## config.mk

```make
export PLATFORM = sky130hd
export DESIGN_NAME = sar_adc_ctrl
export DESIGN_NICKNAME = d
export VERILOG_FILES = /design/src/rtl/sar_adc_ctrl.sv
export SDC_FILE = /design/constraint.sdc
export NUM_CORES = 1
export LEC_CHECK = 0
export ABC_AREA = 1
export BUFFER_PORTS_ARGS = -buffer_cell sky130_fd_sc_hd__buf_2
export CAP_MARGIN = 20
export CELL_PAD_IN_SITES_DETAIL_PLACEMENT = 0
export CELL_PAD_IN_SITES_GLOBAL_PLACEMENT = 1
export CORE_ASPECT_RATIO = 0.5
export CORE_UTILIZATION = 44
export DETAILED_ROUTE_END_ITERATION = 12
export PLACE_DENSITY_LB_ADDON = 0.1
export SYNTH_ARGS = -nofsm -noshare
export SYNTH_HDL_FRONTEND = slang
export SYNTH_SLANG_ARGS = --single-unit
```

## constraint.sdc

```tcl
create_clock -name i_clk -period 4.05 [get_ports i_clk]
set_input_delay 0.2025 -clock i_clk [delete_from_list [all_inputs] [get_ports i_clk]]
set_output_delay 0.2025 -clock i_clk [all_outputs]
set_load 0.005 [all_outputs]
```

## src/rtl/sar_adc_ctrl.sv

```systemverilog
// Successive-approximation ADC controller: sample/convert sequencing, masked channel scan,
// and a valid/ready result port with sticky overrun.
module sar_adc_ctrl #(
    parameter int WIDTH         = 8,
    parameter int NCH           = 4,
    parameter int SAMPLE_CYCLES = 2,
    localparam int CHW          = (NCH > 1) ? $clog2(NCH) : 1,
    localparam int KW           = $clog2(WIDTH)
) (
    input  logic             i_clk,
    input  logic             i_rst_n,
    input  logic             i_en,
    input  logic             i_start,
    input  logic             i_cont,
    input  logic [NCH-1:0]   i_ch_mask,
    input  logic             i_cmp,
    output logic             o_sample,
    output logic [CHW-1:0]   o_ch_sel,
    output logic [WIDTH-1:0] o_dac_code,
    output logic             o_busy,
    output logic [WIDTH-1:0] o_result,
    output logic [CHW-1:0]   o_result_ch,
    output logic             o_result_valid,
    input  logic             i_result_ready,
    output logic             o_overrun
);

    typedef enum logic [1:0] {
        S_OFF     = 2'd0,
        S_SAMPLE  = 2'd1,
        S_CONVERT = 2'd2,
        S_DONE    = 2'd3
    } state_t;

    localparam logic [7:0]       CNT_LAST = 8'(SAMPLE_CYCLES - 1);
    localparam logic [WIDTH-1:0] W_ONE    = {{(WIDTH-1){1'b0}}, 1'b1};
    localparam logic [KW-1:0]    K_MSB    = KW'(WIDTH - 1);

    state_t           r_state;
    logic [NCH-1:0]   r_mask;
    logic             r_cont;
    logic [7:0]       r_cnt;
    logic [KW-1:0]    r_k;
    logic             r_sample;
    logic [CHW-1:0]   r_ch_sel;
    logic [WIDTH-1:0] r_dac_code;
    logic [WIDTH-1:0] r_result;
    logic [CHW-1:0]   r_result_ch;
    logic             r_result_valid;
    logic             r_overrun;

    logic [WIDTH-1:0] w_trial;
    logic [WIDTH-1:0] w_resolved;
    logic [CHW:0]     w_next;

    function automatic logic [CHW-1:0] f_lowest(input logic [NCH-1:0] m);
        logic [CHW-1:0] idx;
        idx = '0;
        for (int i = NCH - 1; i >= 0; i--) begin
            if (m[i]) idx = CHW'(i);
        end
        return idx;
    endfunction

    // Returns {found, index} of the lowest set mask bit strictly above cur.
    function automatic logic [CHW:0] f_next_above(input logic [NCH-1:0] m, input logic [CHW-1:0] cur);
        logic [CHW:0] res;
        res = '0;
        for (int i = NCH - 1; i >= 0; i--) begin
            if (m[i] && (i > int'(cur))) res = {1'b1, CHW'(i)};
        end
        return res;
    endfunction

    assign w_trial    = W_ONE << r_k;
    assign w_resolved = i_cmp ? r_dac_code : (r_dac_code & ~w_trial);
    assign w_next     = f_next_above(r_mask, r_ch_sel);

    // Controller state, DAC trial register and result port.
    always_ff @(posedge i_clk) begin
        if (!i_rst_n) begin
            r_state        <= S_OFF;
            r_mask         <= '0;
            r_cont         <= 1'b0;
            r_cnt          <= 8'd0;
            r_k            <= '0;
            r_sample       <= 1'b0;
            r_ch_sel       <= '0;
            r_dac_code     <= '0;
            r_result       <= '0;
            r_result_ch    <= '0;
            r_result_valid <= 1'b0;
            r_overrun      <= 1'b0;
        end else begin
            if (r_result_valid && i_result_ready) r_result_valid <= 1'b0;

            if (!i_en) begin
                r_state    <= S_OFF;
                r_sample   <= 1'b0;
                r_dac_code <= '0;
            end else begin
                case (r_state)
                    S_OFF: begin
                        if (i_start && (i_ch_mask != '0)) begin
                            r_mask     <= i_ch_mask;
                            r_cont     <= i_cont;
                            r_ch_sel   <= f_lowest(i_ch_mask);
                            r_overrun  <= 1'b0;
                            r_state    <= S_SAMPLE;
                            r_sample   <= 1'b1;
                            r_dac_code <= '0;
                            r_cnt      <= 8'd0;
                        end
                    end
                    S_SAMPLE: begin
                        if (r_cnt == CNT_LAST) begin
                            r_state    <= S_CONVERT;
                            r_sample   <= 1'b0;
                            r_dac_code <= W_ONE << K_MSB;
                            r_k        <= K_MSB;
                        end else begin
                            r_cnt <= r_cnt + 8'd1;
                        end
                    end
                    S_CONVERT: begin
                        if (r_k == '0) begin
                            r_state        <= S_DONE;
                            r_dac_code     <= w_resolved;
                            r_result       <= w_resolved;
                            r_result_ch    <= r_ch_sel;
                            r_result_valid <= 1'b1;
                            if (r_result_valid && !i_result_ready) r_overrun <= 1'b1;
                        end else begin
                            r_dac_code <= w_resolved | (W_ONE << (r_k - KW'(1)));
                            r_k        <= r_k - KW'(1);
                        end
                    end
                    S_DONE: begin
                        r_dac_code <= '0;
                        r_cnt      <= 8'd0;
                        if (w_next[CHW]) begin
                            r_ch_sel <= w_next[CHW-1:0];
                            r_state  <= S_SAMPLE;
                            r_sample <= 1'b1;
                        end else if (r_cont) begin
                            r_ch_sel <= f_lowest(r_mask);
                            r_state  <= S_SAMPLE;
                            r_sample <= 1'b1;
                        end else begin
                            r_state  <= S_OFF;
                        end
                    end
                    default: begin
                        r_state    <= S_OFF;
                        r_sample   <= 1'b0;
                        r_dac_code <= '0;
                    end
                endcase
            end
        end
    end

    assign o_sample       = r_sample;
    assign o_ch_sel       = r_ch_sel;
    assign o_dac_code     = r_dac_code;
    assign o_busy         = (r_state != S_OFF);
    assign o_result       = r_result;
    assign o_result_ch    = r_result_ch;
    assign o_result_valid = r_result_valid;
    assign o_overrun      = r_overrun;

endmodule

```

# Word level (Yosys, flattened, before mapping)

Cells that the tools add are included.

Flip-flop bits (word level): 41
Bits of input ports: 11

Add/sub/neg operators: 2
Order comparisons: 3
Equality and inequality tests: 11
Shift operators: 2
Muxes and demuxes: 44
Bitwise operators: 3
Reductions and logical operators: 25

Operators with widths:

| kind                | count |
|---|---|
| $mux 8              | 5 |
| $pmux 8 s4          | 1 |
| $mux 2              | 14 |
| $pmux 8 s3          | 1 |
| $reduce_and 4->1    | 4 |
| $shl 1x3->8 const A | 2 |
| $mux 3              | 5 |
| $mux 1              | 13 |
| $ne 2x2->1 const B  | 6 |
| $reduce_and 3->1    | 3 |
| $add 8x1->8 const B | 1 |
| $and 8x8->8         | 1 |
| $eq 8x1->1 const B  | 1 |
| $not 8->8           | 1 |
| $or 8x8->8          | 1 |
| $pmux 2 s4          | 1 |
| $reduce_bool 2->1   | 4 |
| $logic_and 1x1->1   | 6 |
| $pmux 3 s2          | 1 |
| $reduce_and 5->1    | 1 |
| $eq 2x2->1 const B  | 2 |
| $gt 2x2->1 const A  | 2 |
| $pmux 2 s2          | 1 |
| $reduce_and 2->1    | 2 |
| other kinds (11)    | 11 |

# Longest topological paths before layout

Word-level depth: 7
Gate-level depth with buffers: 11
Gate-level depth less buffers: 11

# Worst setup path before layout

OpenSTA, ideal clock, no wires.

Kind: register to register
Start: register r_k[0]
End: register r_dac_code[0] (netlist: o_dac_code[0])
Arrival: 1.362 ns
Setup slack: 2.616 ns
Cell stages (with the launch flop): 8
Buffers on the path: 0
Path through: dfxtp_1 -> inv_1 -> ha_1 -> ha_1 -> nand3_1 -> a21oi_1 -> nand2_1 -> a21oi_1

Longest elaborated chain between the ends: 7
Elaborated cells on any way between the ends: 10
Those cells by class: add/sub (1); shift (2); mux (3); bitwise (3); reduce/logical (1)

RTL lines:

| element                                                             | RTL line | RTL |
|---|---|---|
| start, declared                                                     | 43       | `logic [KW-1:0] r_k;` |
| start signal, assigned                                              | 135      | `r_k <= r_k - KW'(1);` |
| parallel branches: the longest is 5 deep, another holds $sub 3x1->3 | -        |  |
| $mux 8 (*)                                                          | 126      | `if (r_k == '0) begin` |
| $pmux 8 s4 (*)                                                      | 102      | `case (r_state)` |
| end signal, assigned                                                | 119      | `r_dac_code <= W_ONE << K_MSB;` |
| end signal, assigned                                                | 128      | `r_dac_code <= w_resolved;` |
| end signal, assigned                                                | 134      | `r_dac_code <= w_resolved \| (W_ONE << (r_k - KW'(1)));` |
| end, declared                                                       | 46       | `logic [WIDTH-1:0] r_dac_code;` |

Every way passes the cells marked *.
A chain may end at the register's enable or synchronous reset.

# Worst setup path in the final report

Start: register r_k[0]
End: register r_result[0] (netlist: o_result[0])

Longest elaborated chain between the ends: 4
Elaborated cells on any way between the ends: 6
Those cells by class: shift (1); mux (1); bitwise (2); reduce/logical (2)

RTL lines:

| element              | RTL line | RTL |
|---|---|---|
| $shl 1x3->8          | 75       | `assign w_trial = W_ONE << r_k;` |
| $not 8->8            | 76       | `assign w_resolved = i_cmp ? r_dac_code : (r_dac_code & ~w_trial);` |
| $and 8x8->8          | 76       |  |
| $mux 8               | 76       |  |
| end signal, assigned | 129      | `r_result <= w_resolved;` |
| end, declared        | 47       | `logic [WIDTH-1:0] r_result;` |

Parallel ways exist; a longest one is shown, timed or not.

==> flow_metrics.env <==
export IMPL_outcome="finished, final reports clean"
export IMPL_areaGrowthSynthToFinish_pct=12.9
export IMPL_start_kind="register"
export IMPL_place_area_sq_um=2570
export IMPL_timing_final_max_slew_violations=0
export IMPL_critPathRequiredTime_ns=4.28
export IMPL_start_util=0.468
export IMPL_worst_clock_skew_ns=0.00780
export IMPL_final_cell_mix="sky130_fd_sc_hd__nand2_1, sky130_fd_sc_hd__a21oi_1, sky130_fd_sc_hd__dfxtp_1"
export IMPL_grt_setup_unrepaired="no"
export IMPL_cellLeakagePower_nw=1.17
export IMPL_final_layout_size_suffix_gt1_frac=0.177
export IMPL_r2r_start="r_k[0]"
export IMPL_cts_root_buffer_cell="sky130_fd_sc_hd__clkbuf_8"
export IMPL_grt_pass1_vias=2044
export IMPL_clkSlewWorstSetupHoldPaths_ns=0.09
export IMPL_layout_commonest_cell="sky130_fd_sc_hd__nand2_1"
export IMPL_rr_endpoint="o_result[0]"
export IMPL_placeable_area_sq_um=5020
export IMPL_criticalPathCategory="reg2reg"
export IMPL_groute_usage_overall=0.219
export IMPL_hold_buffers=0
export IMPL_htree_levels=2
export IMPL_syn_area_sq_um=2350
export IMPL_drc=0
export IMPL_max_slew_worst_pin_slew_ns=1.01
export IMPL_clock_latency_ns=0.30
export IMPL_yosysTopAreaCellShare=0.349
export IMPL_timing_final_ws_setup_ns=1.87
export IMPL_antenna_found_initial=0
export IMPL_io_pins=35
export IMPL_cts_buffers=5
export IMPL_die_area_sq_um=5660
export IMPL_cts_resized_gates=0
export IMPL_num_vias=2226
export IMPL_holdCritPathClass="in2reg"
export IMPL_finalWorstPathRequiredPeriod_ns=2.18
export IMPL_fin_cells=442
export IMPL_synth_top_cells_by_area="sky130_fd_sc_hd__dfxtp_1, sky130_fd_sc_hd__nand2_1, sky130_fd_sc_hd__a21oi_1, sky130_fd_sc_hd__ha_1, sky130_fd_sc_hd__o21ai_0"
export IMPL_routed_wire_per_std_cell_um=12.9
export IMPL_cts_sinks=41
export IMPL_synth_cells=336
export IMPL_die_height_um=53.7
export IMPL_relative_slew_margins=0.326
export IMPL_synth_avg_cell_area_sq_um=7.00
export IMPL_worst_vdd_rail_ir_drop_v=0.000176
export IMPL_finish_net_count=396
export IMPL_final_hold_viol_count=0
export IMPL_synth_cell_types=32
export IMPL_syn_num_nets=361
export IMPL_preCtsSetupSlack_ns=1.87
export IMPL_timing_hold_worst_path_depth=3
export IMPL_global_route_overflow_total=0
export IMPL_grt_max_degree=25
export IMPL_yosysTopAreaCell="sky130_fd_sc_hd__dfxtp_1"
export IMPL_grt_pass1_wl_um=9490
export IMPL_drt_pre_antenna_iters=4
export IMPL_design_power_total_mw=0.912
export IMPL_fin_crit_sh=0.539
export IMPL_timing_reg2reg_setup_slack_ns=1.87
export IMPL_multi_input_area_sq_um=1330
export IMPL_sum_of_negative_setup_slack_ns=0
export IMPL_synth_yosys_warnings=0
export IMPL_cts_tree="built"
export IMPL_cap_violations=0
export IMPL_sequential_cell_area_sq_um=821
export IMPL_std_cell_rows=18
export IMPL_cts_root_to_sink_buffers=2
export IMPL_hold_slack_ns=0.198
export IMPL_setup_worst_path_end_class="register"
export IMPL_nFillCells=520
export IMPL_setup_violations=0
export IMPL_worstPathArrival_ns=2.42
export IMPL_cts_setup_buffers=0
export IMPL_layout_cell_area_non_filler_sq_um=2660
export IMPL_synth_seq_cells=41
export IMPL_min_delay_start="i_cont"
export IMPL_whs_endpoint="r_cont"
export IMPL_power_density_nw_per_um2=343
export IMPL_place_gp_congestion=0.861
export IMPL_synth_yosys_seq_area_share=0.349
export IMPL_die_width_um=105
export IMPL_fmaxAchievable_mhz=458
export IMPL_place_detailed_hpwl_um=4230
export IMPL_drt_first_iter_violations=93
export IMPL_antenna_cells=0
export IMPL_crit_path_max_fanout=20
export IMPL_rr_worst_depth=8
export IMPL_via_density_per_instance=5.04
export IMPL_ant_nets=0
export IMPL_port_buffers=34
export IMPL_utilization=0.529
export IMPL_place_detailed_instances=434
export IMPL_finalWirelength_um=5720
Yosys cell counts, drive strengths merged:
cell / number
nand3: 15
o2111ai: 1
nor3: 1
a21oi: 46
xnor2: 1
nand2: 83
nand4: 5
buf: 4
nor4: 1
nor3b: 1
o21bai: 2
nor2: 42
xor2: 2
o21a: 1
o21ai: 33
ha: 14
inv: 41
dfxtp: 41
clkbuf: 2
worst max-delay path by stage:
stage	start	slack (ns)	endpoint
after floorplan	r_k[0]	2.62	o_dac_code[0]
after global placement	r_k[0]	2.07	o_result[5]
after detailed placement	r_k[0]	1.87	o_result[0]
after CTS	r_k[0]	1.84	o_result[0]
after global routing	r_k[0]	1.53	o_result[2]
final	r_k[0]	1.87	o_result[0]
critical path: stages (launching register included):
cell and delay, ns:
sky130_fd_sc_hd__dfxtp_1 0.35, sky130_fd_sc_hd__inv_1 0.15, sky130_fd_sc_hd__ha_1 0.16, sky130_fd_sc_hd__inv_1 0.05
sky130_fd_sc_hd__nor2_1 0.14, sky130_fd_sc_hd__nand2_1 0.12, sky130_fd_sc_hd__nor2_1 0.78, sky130_fd_sc_hd__o21ai_0 0.19
sky130_fd_sc_hd__a21oi_1 0.16
cell type report:
| class | instances | share of cell area |
|---|---|---|
| repair buffers | 34 | 0.0641 |
| multi-input cells | 248 | 0.500 |
| clock buffers | 5 | 0.0259 |
| clock inverters | 3 | 0.00801 |
| inverters | 41 | 0.0598 |
| well taps | 70 | 0.0330 |
| flip-flops and latches | 41 | 0.309 |
routing by layer:
metal,share of wire,routed length (um),up-vias,GRT usage
met4,0.0084,48,0,0.0634
met2,0.44,2530,36,0.380
met3,0.032,181,5,0.0472
li1,-,-,1161,-
met5,0,0,-,0
met1,0.52,2960,1024,0.282
kinds of logic after synthesis:
kind of cell	Yosys count	synth area share
AND/OR/NAND/NOR	148	0.296
AO/OA/AOI/OAI	83	0.183
buffers and inverters	47	0.0862
flip-flops	41	0.349
adder cells (fa/ha/maj)	14	0.0745
XOR/XNOR	3	0.0112
state kept, by name (all words and copies together) (netlist names):
register and count:
o_ch_sel 2, o_dac_code 8, o_overrun 1, o_result 8, o_result_ch 2, o_result_valid 1, o_sample 1, r_cnt 8
r_cont 1, r_k 3, r_mask 4, r_state 2
where the power goes:
group / leakage (nW) / internal [mW] / total, mW / switching (mW)
sequential: 0.333 / 0.422 / 0.438 / 0.0162
clock: 0.0445 / 0.122 / 0.280 / 0.158
combinational: 0.797 / 0.0651 / 0.194 / 0.129
(Power assumes the default switching activity.)
